File: src/rtl/serial_vartheta_unit_pkg.sv
// Shared definitions for the serial vartheta unit: FSM encoding, default
// geometry and rotation amounts.
package serial_vartheta_unit_pkg;

  typedef enum logic [1:0] {
    StIdle = 2'd0,
    StRot  = 2'd1,
    StDone = 2'd2
  } state_e;

  localparam int unsigned DefBlockSize = 128;
  localparam int unsigned DefPa        = 1;
  localparam int unsigned DefPb        = 3;
  localparam int unsigned DefPc        = 13;

  // A half-block is split into four columns.
  function automatic int unsigned column_size(input int unsigned block_size);
    return block_size / 8;
  endfunction

endpackage

File: src/rtl/swan_col_rotate.sv
// Combinational rotation of one column, index 0 being the MSB; right moves
// index i to i+amt, left moves it to i-amt (both modulo the column width).
module swan_col_rotate
  import serial_vartheta_unit_pkg::*;
#(
  parameter int unsigned COLUMN_SIZE = column_size(DefBlockSize),
  parameter int unsigned MAX_ROT     = COLUMN_SIZE - 1,
  localparam int unsigned AmtW       = (MAX_ROT > 0) ? $clog2(MAX_ROT + 1) : 1
) (
  input  logic [0:COLUMN_SIZE-1] i_col,
  input  logic [AmtW-1:0]        i_amt,
  input  logic                   i_left,
  output logic [0:COLUMN_SIZE-1] o_col
);

  logic [2*COLUMN_SIZE-1:0] w_dbl;
  logic [2*COLUMN_SIZE-1:0] w_shr;
  logic [2*COLUMN_SIZE-1:0] w_shl;

  // Shifting a doubled copy yields the rotation in one half without any bit loss.
  always_comb begin
    w_dbl = {i_col, i_col};
    w_shr = w_dbl >> i_amt;
    w_shl = w_dbl << i_amt;
    if (i_left) begin
      o_col = w_shl[2*COLUMN_SIZE-1:COLUMN_SIZE];
    end else begin
      o_col = w_shr[COLUMN_SIZE-1:0];
    end
  end

endmodule

File: src/rtl/serial_vartheta_unit.sv
// Column-serial vartheta transform: rotates one column per cycle through a
// shared rotator, with a valid/ready handshake on both sides.
module serial_vartheta_unit
  import serial_vartheta_unit_pkg::*;
#(
  parameter int unsigned BLOCK_SIZE   = DefBlockSize,
  parameter int unsigned PA           = DefPa,
  parameter int unsigned PB           = DefPb,
  parameter int unsigned PC           = DefPc,
  localparam int unsigned SIDE_SIZE   = BLOCK_SIZE / 2,
  localparam int unsigned COLUMN_SIZE = column_size(BLOCK_SIZE)
) (
  input  logic                 clk,
  input  logic                 rst,
  input  logic                 in_valid,
  output logic                 in_ready,
  input  logic                 inv,
  input  logic [0:SIDE_SIZE-1] x,
  output logic                 out_valid,
  input  logic                 out_ready,
  output logic [0:SIDE_SIZE-1] y
);

  localparam int unsigned AmtW = (COLUMN_SIZE > 1) ? $clog2(COLUMN_SIZE) : 1;

  if ((BLOCK_SIZE == 0) || ((BLOCK_SIZE % 8) != 0)) begin : g_bad_block_size
    $error("serial_vartheta_unit: BLOCK_SIZE must be a nonzero multiple of 8");
  end
  if ((PA >= COLUMN_SIZE) || (PB >= COLUMN_SIZE) || (PC >= COLUMN_SIZE)) begin : g_bad_rot
    $error("serial_vartheta_unit: rotation amounts must be below COLUMN_SIZE");
  end

  state_e                 r_state;
  state_e                 w_state_d;
  logic [1:0]             r_cnt;
  logic                   r_inv;
  logic [0:SIDE_SIZE-1]   r_work;
  logic [0:SIDE_SIZE-1]   w_rot_work;
  logic [0:COLUMN_SIZE-1] w_cols [4];
  logic [0:COLUMN_SIZE-1] w_col_out;
  logic [AmtW-1:0]        w_amt;
  logic                   w_accept;

  for (genvar g = 0; g < 4; g++) begin : g_col
    assign w_cols[g] = r_work[g*COLUMN_SIZE +: COLUMN_SIZE];
    assign w_rot_work[g*COLUMN_SIZE +: COLUMN_SIZE] =
        (r_cnt == 2'(g)) ? w_col_out : w_cols[g];
  end

  always_comb begin
    w_amt = '0;
    case (r_cnt)
      2'd0:    w_amt = AmtW'(PC);
      2'd1:    w_amt = AmtW'(PB);
      2'd2:    w_amt = AmtW'(PA);
      default: w_amt = '0;
    endcase
  end

  swan_col_rotate #(
    .COLUMN_SIZE (COLUMN_SIZE),
    .MAX_ROT     (COLUMN_SIZE - 1)
  ) u_col_rotate (
    .i_col  (w_cols[r_cnt]),
    .i_amt  (w_amt),
    .i_left (r_inv),
    .o_col  (w_col_out)
  );

  always_comb begin
    in_ready  = 1'b0;
    out_valid = 1'b0;
    w_state_d = r_state;
    case (r_state)
      StIdle: begin
        in_ready = ~rst;
        if (in_valid && !rst) w_state_d = StRot;
      end
      StRot: begin
        if (r_cnt == 2'd3) w_state_d = StDone;
      end
      StDone: begin
        out_valid = 1'b1;
        in_ready  = out_ready & ~rst;
        if (out_ready) w_state_d = in_valid ? StRot : StIdle;
      end
      default: w_state_d = StIdle;
    endcase
  end

  assign w_accept = in_valid & in_ready;
  assign y        = r_work;

  always_ff @(posedge clk) begin
    if (rst) begin
      r_state <= StIdle;
      r_cnt   <= '0;
      r_inv   <= 1'b0;
      r_work  <= '0;
    end else begin
      r_state <= w_state_d;
      if (w_accept) begin
        r_work <= x;
        r_inv  <= inv;
        r_cnt  <= '0;
      end else if (r_state == StRot) begin
        r_work <= w_rot_work;
        r_cnt  <= r_cnt + 2'd1;
      end
    end
  end

endmodule

File: config.mk
export PLATFORM = sky130hd
export DESIGN_NAME = serial_vartheta_unit
export DESIGN_NICKNAME = d
export VERILOG_FILES = /design/src/rtl/serial_vartheta_unit_pkg.sv /design/src/rtl/swan_col_rotate.sv /design/src/rtl/serial_vartheta_unit.sv
export SDC_FILE = /design/constraint.sdc
export NUM_CORES = 1
export LEC_CHECK = 0
export ABC_CLOCK_PERIOD_IN_PS = 5400
export CORE_MARGIN = 3
export CORE_UTILIZATION = 44
export DETAILED_ROUTE_END_ITERATION = 7
export PLACE_DENSITY = 0.86
export RECOVER_POWER = 50
export SLEW_MARGIN = 20
export SYNTH_ARGS = -nofsm -noshare
export SYNTH_HDL_FRONTEND = slang
export SYNTH_SLANG_ARGS = --single-unit
File: constraint.sdc
create_clock -name clk -period 5.4 [get_ports clk]
set_clock_uncertainty 0.2 [all_clocks]
set_input_delay 1.35 -clock clk [delete_from_list [all_inputs] [get_ports clk]]
set_output_delay 1.35 -clock clk [all_outputs]
set_load 0.02 [all_outputs]
* Word level (Yosys, flattened, before mapping)
Index checks and enable logic that the tools add are counted.
** Cells by class
- Add/subtract/negate cells :: 1
- $lt $le $gt $ge :: 1
- Eq/ne operators :: 8
- Shift-type cells :: 2
- Mux-type cells :: 18
- Bitwise gates (word level) :: 4
- Reduce and logical (&&, ||, !) cells :: 15
** Operators with widths (number)
- 64-bit two-way mux :: 2
- 16-bit two-way mux :: 7
- 16-bit binary-select mux with 2-bit select :: 1
- 32-bit by 4-bit << shifter with 32-bit output :: 1
- 32-bit by 4-bit right shift with 16-bit output :: 1
- 4-bit one-hot mux with 3 select lines :: 1
- 2-bit nonzero test :: 5
- 2-bit AND reduction :: 4
- 2-bit equality test, second input constant :: 3
- 2-bit two-way mux :: 3
- 2-bit inequality test, second input constant :: 3
- 2-bit one-hot mux with 3 select lines :: 1
- 2-bit by 1-bit equality test with 1-bit output, second input constant :: 2
- 2-bit logical NOT :: 2
- 3-bit >= comparator, second input constant :: 1
- 2-bit NOT with 3-bit output :: 1
- 3-bit AND reduction :: 1
- 2-bit by 1-bit adder with 2-bit output, second input constant :: 1
- 1-bit bitwise AND :: 2
- 1-bit two-way mux :: 2
- 1-bit one-hot mux with 2 select lines :: 1
- 2-bit OR reduction :: 1
- 1-bit logical AND :: 1
- 1-bit logical NOT :: 1
- 1-bit NOT :: 1
** Word-level totals
- Register bits after elaboration :: 69
- Bits of input ports :: 69
- Logic and storage cells :: 56

* Longest topological paths before layout
- Word-level depth :: 9
- Mapped depth :: 14
- Gate-level depth less buffers :: 8

* Cells and area by module
A second synthesis with hierarchy kept.
** Unflattened totals
- Cell total of the unflattened synthesis :: 555
- Area total of the unflattened synthesis :: 5576.6 µm²
** Modules (own cells, without submodules)
- serial_vartheta_unit :: instances 1, cells each 389, area each 3873.7 µm², sequential area each 1381.3 µm²
- swan_col_rotate :: instances 1, cells each 166, area each 1702.9 µm², sequential area each 0.0 µm²

* Worst setup path after synthesis
No wires, ideal clock.
- Path type :: input port to output port
- From :: input port rst
- To :: output port in_ready
- Arrival time :: 1.826 ns
- Required time :: 3.850 ns
- Setup slack :: 2.024 ns
- Cell stages on the path :: 2
- Path buffers :: 0
- Path through :: nor2_1 > and2_1
** On the way
- Cells in the longest elaborated chain, start to end :: 3
** Ends and longest elaborated chain
- from (decl) :: line serial_vartheta_unit.sv:14 : input logic rst,
- 1-bit NOT * :: line serial_vartheta_unit.sv:76, serial_vartheta_unit.sv:84
- 1-bit bitwise AND :: line serial_vartheta_unit.sv:84 : in_ready = out_ready & ~rst;
- 1-bit one-hot mux with 2 select lines * :: line serial_vartheta_unit.sv:74 : case (r_state)
- to (decl) :: line serial_vartheta_unit.sv:16 : output logic in_ready,
Every way passes the cells marked *; elsewhere a longest branch is shown, timed or not.

* Worst setup path after layout
- From :: input port rst
- To :: register r_work (netlist bit y[63])
** On the way
- Cells in the longest elaborated chain, start to end :: 6
- Elaborated cells between the ends (all ways) :: 8
- Classes of those cells :: mux (2); bitwise (3); reduce/logical (3)
** Ends and longest elaborated chain
- 1-bit NOT :: line serial_vartheta_unit.sv:76, serial_vartheta_unit.sv:84
- 1-bit bitwise AND :: line serial_vartheta_unit.sv:84
- 1-bit one-hot mux with 2 select lines :: line serial_vartheta_unit.sv:74
- 1-bit bitwise AND :: line serial_vartheta_unit.sv:91 : assign w_accept = in_valid & in_ready;
- 2-bit nonzero test (no line)
- 2-bit AND reduction (no line)
- to (signal assigned) :: line serial_vartheta_unit.sv:107 : r_work <= w_rot_work;
- to (decl) :: line serial_vartheta_unit.sv:37 : logic [0:SIDE_SIZE-1] r_work;
Parallel ways exist; a longest one is shown, timed or not.
A chain may end at the register's enable or synchronous reset.

==> impl_metrics.py <==
metrics = {
    "outcome": {
        "status": "complete, but fails checks",
        "violations": "capacitance limit, slew limit",
    },
    "hold_path": {
        "hold_class": "flip-flop to flip-flop",
        "min_from": "y[22]",
        "min_to": "y[22]",
        "min_path_cells": 2,
    },
    "final_layout": {
        "multi_input_area_mm2": 0.00310,
        "final_nets": 752,
        "fillers": 883,
        "diodes": 0,
        "utilization_pct": 60.6,
        "area.growth.synth_to_final_pct": 33.3,
        "seq_area_mm2": 0.00138,
        "drive_above_1_share_pct": 8.77,
    },
    "cts": {
        "cts_buffers": 9,
        "htreeDepth": 3,
        "insertion_delay_ps": 370,
        "cts.clk_slew.worst_paths_ps": 90,
        "clock_path_buffers": 2,
        "post_cts_buffers": 0,
        "cts_resized": 0,
        "clock_sinks": 69,
        "tritoncts": "built",
        "root_buffer": "clkbuf_8",
        "hold_buffers": 0,
    },
    "floorplan": {
        "pin_count": 135,
        "fp.coreArea_mm2": 0.0104,
        "die_x_um": 110,
        "rows": 37,
        "fp.dieH_um": 110,
        "die-area_mm2": 0.0121,
        "start_util_pct": 45.5,
    },
    "logic_synthesis": {
        "seq_area_frac_synth_pct": 29.2,
        "synth_cell_types": 52,
        "synth_edf_count": 0,
        "syn_nets": 649,
        "synthArstFlopShare_pct": 0,
        "synth_top_cells_by_count": "o22ai_1 (82), dfxtp_1 (69), a21oi_1 (52)",
        "yosysTopAreaCell": "dfxtp_1",
        "synth_cells": 576,
        "syn_avg_cell_area_um2": 8.23,
        "synth.most_common_cell": "o22ai_1",
        "synth-seq-cells": 69,
        "synth_area_leaders": "dfxtp_1 (29%), o22ai_1 (11%), mux2i_1 (7.0%)",
        "synth.top_cell.area_share_pct": 29.2,
        "synth_warnings": 0,
        "netlist_area_mm2": 0.00474,
        "synth_ff_type": "dfxtp_1",
    },
    "sta": {
        "rsz0062_at_grt": "false",
        "setup_viol": 0,
        "finalCritPeriodShare_pct": 88.7,
        "timing.final.max_slew_violations": 74,
        "period_minus_slack_ps": 4790,
        "relSlewSlack_pct": -118,
        "tightest_slew_ps": 3270,
        "finalHoldViolCount": 0,
        "fmax_mhz": 209,
        "fin_setup_tns_ps": 0,
    },
    "worst_setup_path": {
        "crit_required_ps": 5300,
        "critical_path.max_fanout": 73,
        "reg2reg_depth": 9,
        "r2r_slack_ps": 1650,
        "startpoint_type": "input port",
        "crit_path_end_kind": "flip-flop",
        "r2r_start": "r_cnt[1]",
        "r2r-end": "y[61]",
        "arrival_ps": 4690,
        "path_class": "input port to flip-flop",
    },
    "drt": {
        "via_per_inst": 6.82,
        "wirelength_um": 19700,
        "ant_nets": 0,
        "dr.pass1.iters": 6,
        "post_drt_wl_per_cell_um": 24.0,
        "first_iter_violations": 622,
        "drc": 0,
        "vias": 5593,
    },
    "grt": {
        "track_usage_pct": 32.3,
        "grt_max_degree": 74,
        "gr-total-overflow": 0,
        "grt_pass1_vias": 5473,
        "antenna_found_initial": 0,
        "grt_pass1_wl_um": 29800,
    },
    "power": {
        "power.leakage_nw": 2.38,
        "ir_drop_v": 0.000129,
        "power_density_mw_per_mm2": 248,
    },
    "job": {
        "drv_cap": 1,
    },
    "place": {
        "port_buffers": 134,
        "gp_congestion": 0.998,
        "dpl.hpwl_um": 14300,
    },
}
area by class of cell:
class,instances,share of cell area (%)
tap,136,2.69
timing repair buffer,145,22.4
clock buffer,10,2.18
sequential,69,21.9
multi-input combinational,450,49.1
clock inverter,6,1.49
inverter,4,0.238
flip-flops by register name, indices dropped and copies added, names as in the netlist:
name     cells
y           64
r_cnt        2
r_state      2
r_inv        1
critical path, cell delays in order:
cell and delay [ps]:
buf_2 90, clkbuf_1 2270, nand2b_1 740, o22ai_1 150
placed cells by master, fill, tap and decap left out, types with 11 or more instances in the layout:
cell / count
a21oi_1: 52
nor3_1: 12
nand2_1: 42
clkdlybuf4s50_1: 68
dfxtp_1: 68
o22ai_1: 82
nor2_1: 24
mux2i_1: 33
dlygate4sd3_1: 65
and3_1: 48
o21ai_0: 12
mux4_2: 11
a22oi_1: 26
metrics by stage:
| step | cells | hold WS (ps) | power [mW] | setup WS, ps | instance area [um^2] |
|---|---|---|---|---|---|
| floorplan | 576 | 320 | 0.863 | 2020 | 4740 |
| global placement | 804 | 308 | 1.07 | 1050 | 6080 |
| detailed placement | 804 | 311 | 1.07 | 1020 | 6080 |
| CTS | 820 | 325 | 1.56 | 1020 | 6320 |
| global route | 820 | 353 | 1.61 | 495 | 6310 |
| finish | 820 | 326 | 1.57 | 609 | 6310 |
metal layers:
metal / up-vias / GRT usage [%] / routed length, um
met3: 51 / 6.11 / 1970
met1: 2694 / 43.3 / 7970
met5: - / 0 / 0
li1: 2463 / - / -
met4: 0 / 16.1 / 651
met2: 385 / 49.5 / 9100
worst max path at each step:
| stage | slack [ps] | to | cells past startpoint | from |
|---|---|---|---|---|
| floorplan | 2020 | in_ready | 2 | rst |
| global placement | 1050 | in_ready | 4 | out_ready |
| detailed placement | 1020 | in_ready | 4 | out_ready |
| CTS | 1020 | in_ready | 4 | out_ready |
| global route | 490 | y[60] | 4 | rst |
| finish | 610 | y[63] | 4 | rst |
power by group:
group,internal [mW],leakage (nW),switching [mW]
sequential,0.539,0.563,0.0291
clock,0.277,0.113,0.228
combinational,0.199,1.71,0.293
cell families (layout without fill, tap and decap cells):
family	after synthesis	after routing	synth area share, %
multiplexers	48	48	13.3
XOR/XNOR	1	1	0.185
AND/OR/NAND/NOR	180	180	20.8
adder cells (fa/ha/maj)	4	4	1.06
buffers and inverters	57	165	5.60
flip-flops	69	69	29.2
AO/OA/AOI/OAI	217	217	29.9
Note: power is estimated with default switching activity, not from simulation.
==> patch (same flow settings) <==
The 3 states of `state_e` get a one-hot encoding in 3 bits.
--- a/src/rtl/serial_vartheta_unit_pkg.sv
+++ b/src/rtl/serial_vartheta_unit_pkg.sv
@@ -3,8 +3,8 @@
 package serial_vartheta_unit_pkg;
 
-  typedef enum logic [1:0] {
-    StIdle = 2'd0,
-    StRot  = 2'd1,
-    StDone = 2'd2
+  typedef enum logic [2:0] {
+    StIdle = 3'b001,
+    StRot  = 3'b010,
+    StDone = 3'b100
   } state_e;
 
Formal check against the unedited RTL: same outputs for any inputs over 4 cycles, from zero or initial values and one cycle with rst high; so few cycles prove little.
==> patch against the original RTL <==
  * Total power grew 8.0%
  * Sequential cell count grew 1
  * Combinational power shrank 9.9%
  * Hold slack gained 0.064 ns
  * Non-clock buffer count grew 3
  * Routed wire length grew 32%
  * Area after synthesis grew 34%
  * Final area grew 26%
  * Worst setup slack gained 0.30 ns
==> patch: results <==
INSERT INTO impl_metrics (metric_group, metric, value, unit) VALUES
('detailed_routing', 'detailroute.wirelength.met3', '3.255', 'mm'),
('placed_design', 'placed_area', '7674', 'sq um'),
('synth', 'ys_seq_area_share', '22.11', '%'),
('synth', 'netlist_top_cells_area', 'sky130_fd_sc_hd__dfxtp_1 22%, sky130_fd_sc_hd__mux4_2 14%, sky130_fd_sc_hd__mux2i_1 8.1%, sky130_fd_sc_hd__a21oi_1 5.8%, sky130_fd_sc_hd__mux2_2 4.8%', ''),
('setup_path', 'critical-path-max-stage-delay', '0.68', 'ns'),
('synth', 'synthDistinctLibCells', '59', ''),
('setup_path', 'reg2reg_depth', '6', ''),
('cts', 'clk_latency', '0.34', 'ns'),
('layout', 'layout.comb_gates.multi_input', '596', ''),
('layout', 'area_of_the_multi_input_gates', '4553', 'sq um'),
('layout', 'layout.nonclk_buf_share', '18.21', '%'),
('grt', 'grt_util_met2', '48.01', '%'),
('floorplanning', 'fp.coreArea', '13990', 'sq um'),
('status', 'status', 'completed', ''),
('detailed_routing', 'wl_met2', '11.60', 'mm'),
('hold_path', 'holdCritStartpoint', 'r_state[1]', ''),
('layout', 'n_fill_cell', '1218', ''),
('setup_path', 'cpMaxStageDelayCell', 'sky130_fd_sc_hd__clkdlybuf4s50_1', ''),
('grt', 'grt_first_pass_wirelength', '39.55', 'mm'),
('synth', 'synth_xor_xnor_area_share', '0.1382', '%');
## patch: cell count changes after synthesis, sizes merged, moves of 8 or more
cell	delta
nand2	+35
a31o	+8
mux4	+31
mux2	+24
a31oi	+13
buf	+17
a22oi	-11
a21oi	+22
o32ai	+9
mux2i	+18
o22ai	-39
nand3	+21
nor4	-8
nor2	+16
## patch: cells by family (layout without fill, tap and decap cells)
| group | count (synthesis) | count (layout) |
|---|---|---|
| buf+inv | 79 | 173 |
| fa+ha+maj | 5 | 5 |
| xor+xnor | 1 | 1 |
| simple gates | 247 | 247 |
| compound gates | 222 | 222 |
| flops | 70 | 70 |
| mux | 121 | 121 |
## patch: worst max path at each step
| stage | start | endpoint | slack (ns) |
|---|---|---|---|
| global route | out_ready | in_ready | 0.84 |
| floorplan | out_ready | in_ready | 1.81 |
| CTS | out_ready | in_ready | 0.91 |
| detailed placement | out_ready | in_ready | 0.94 |
| global placement | out_ready | in_ready | 0.93 |
| finish | out_ready | in_ready | 0.91 |
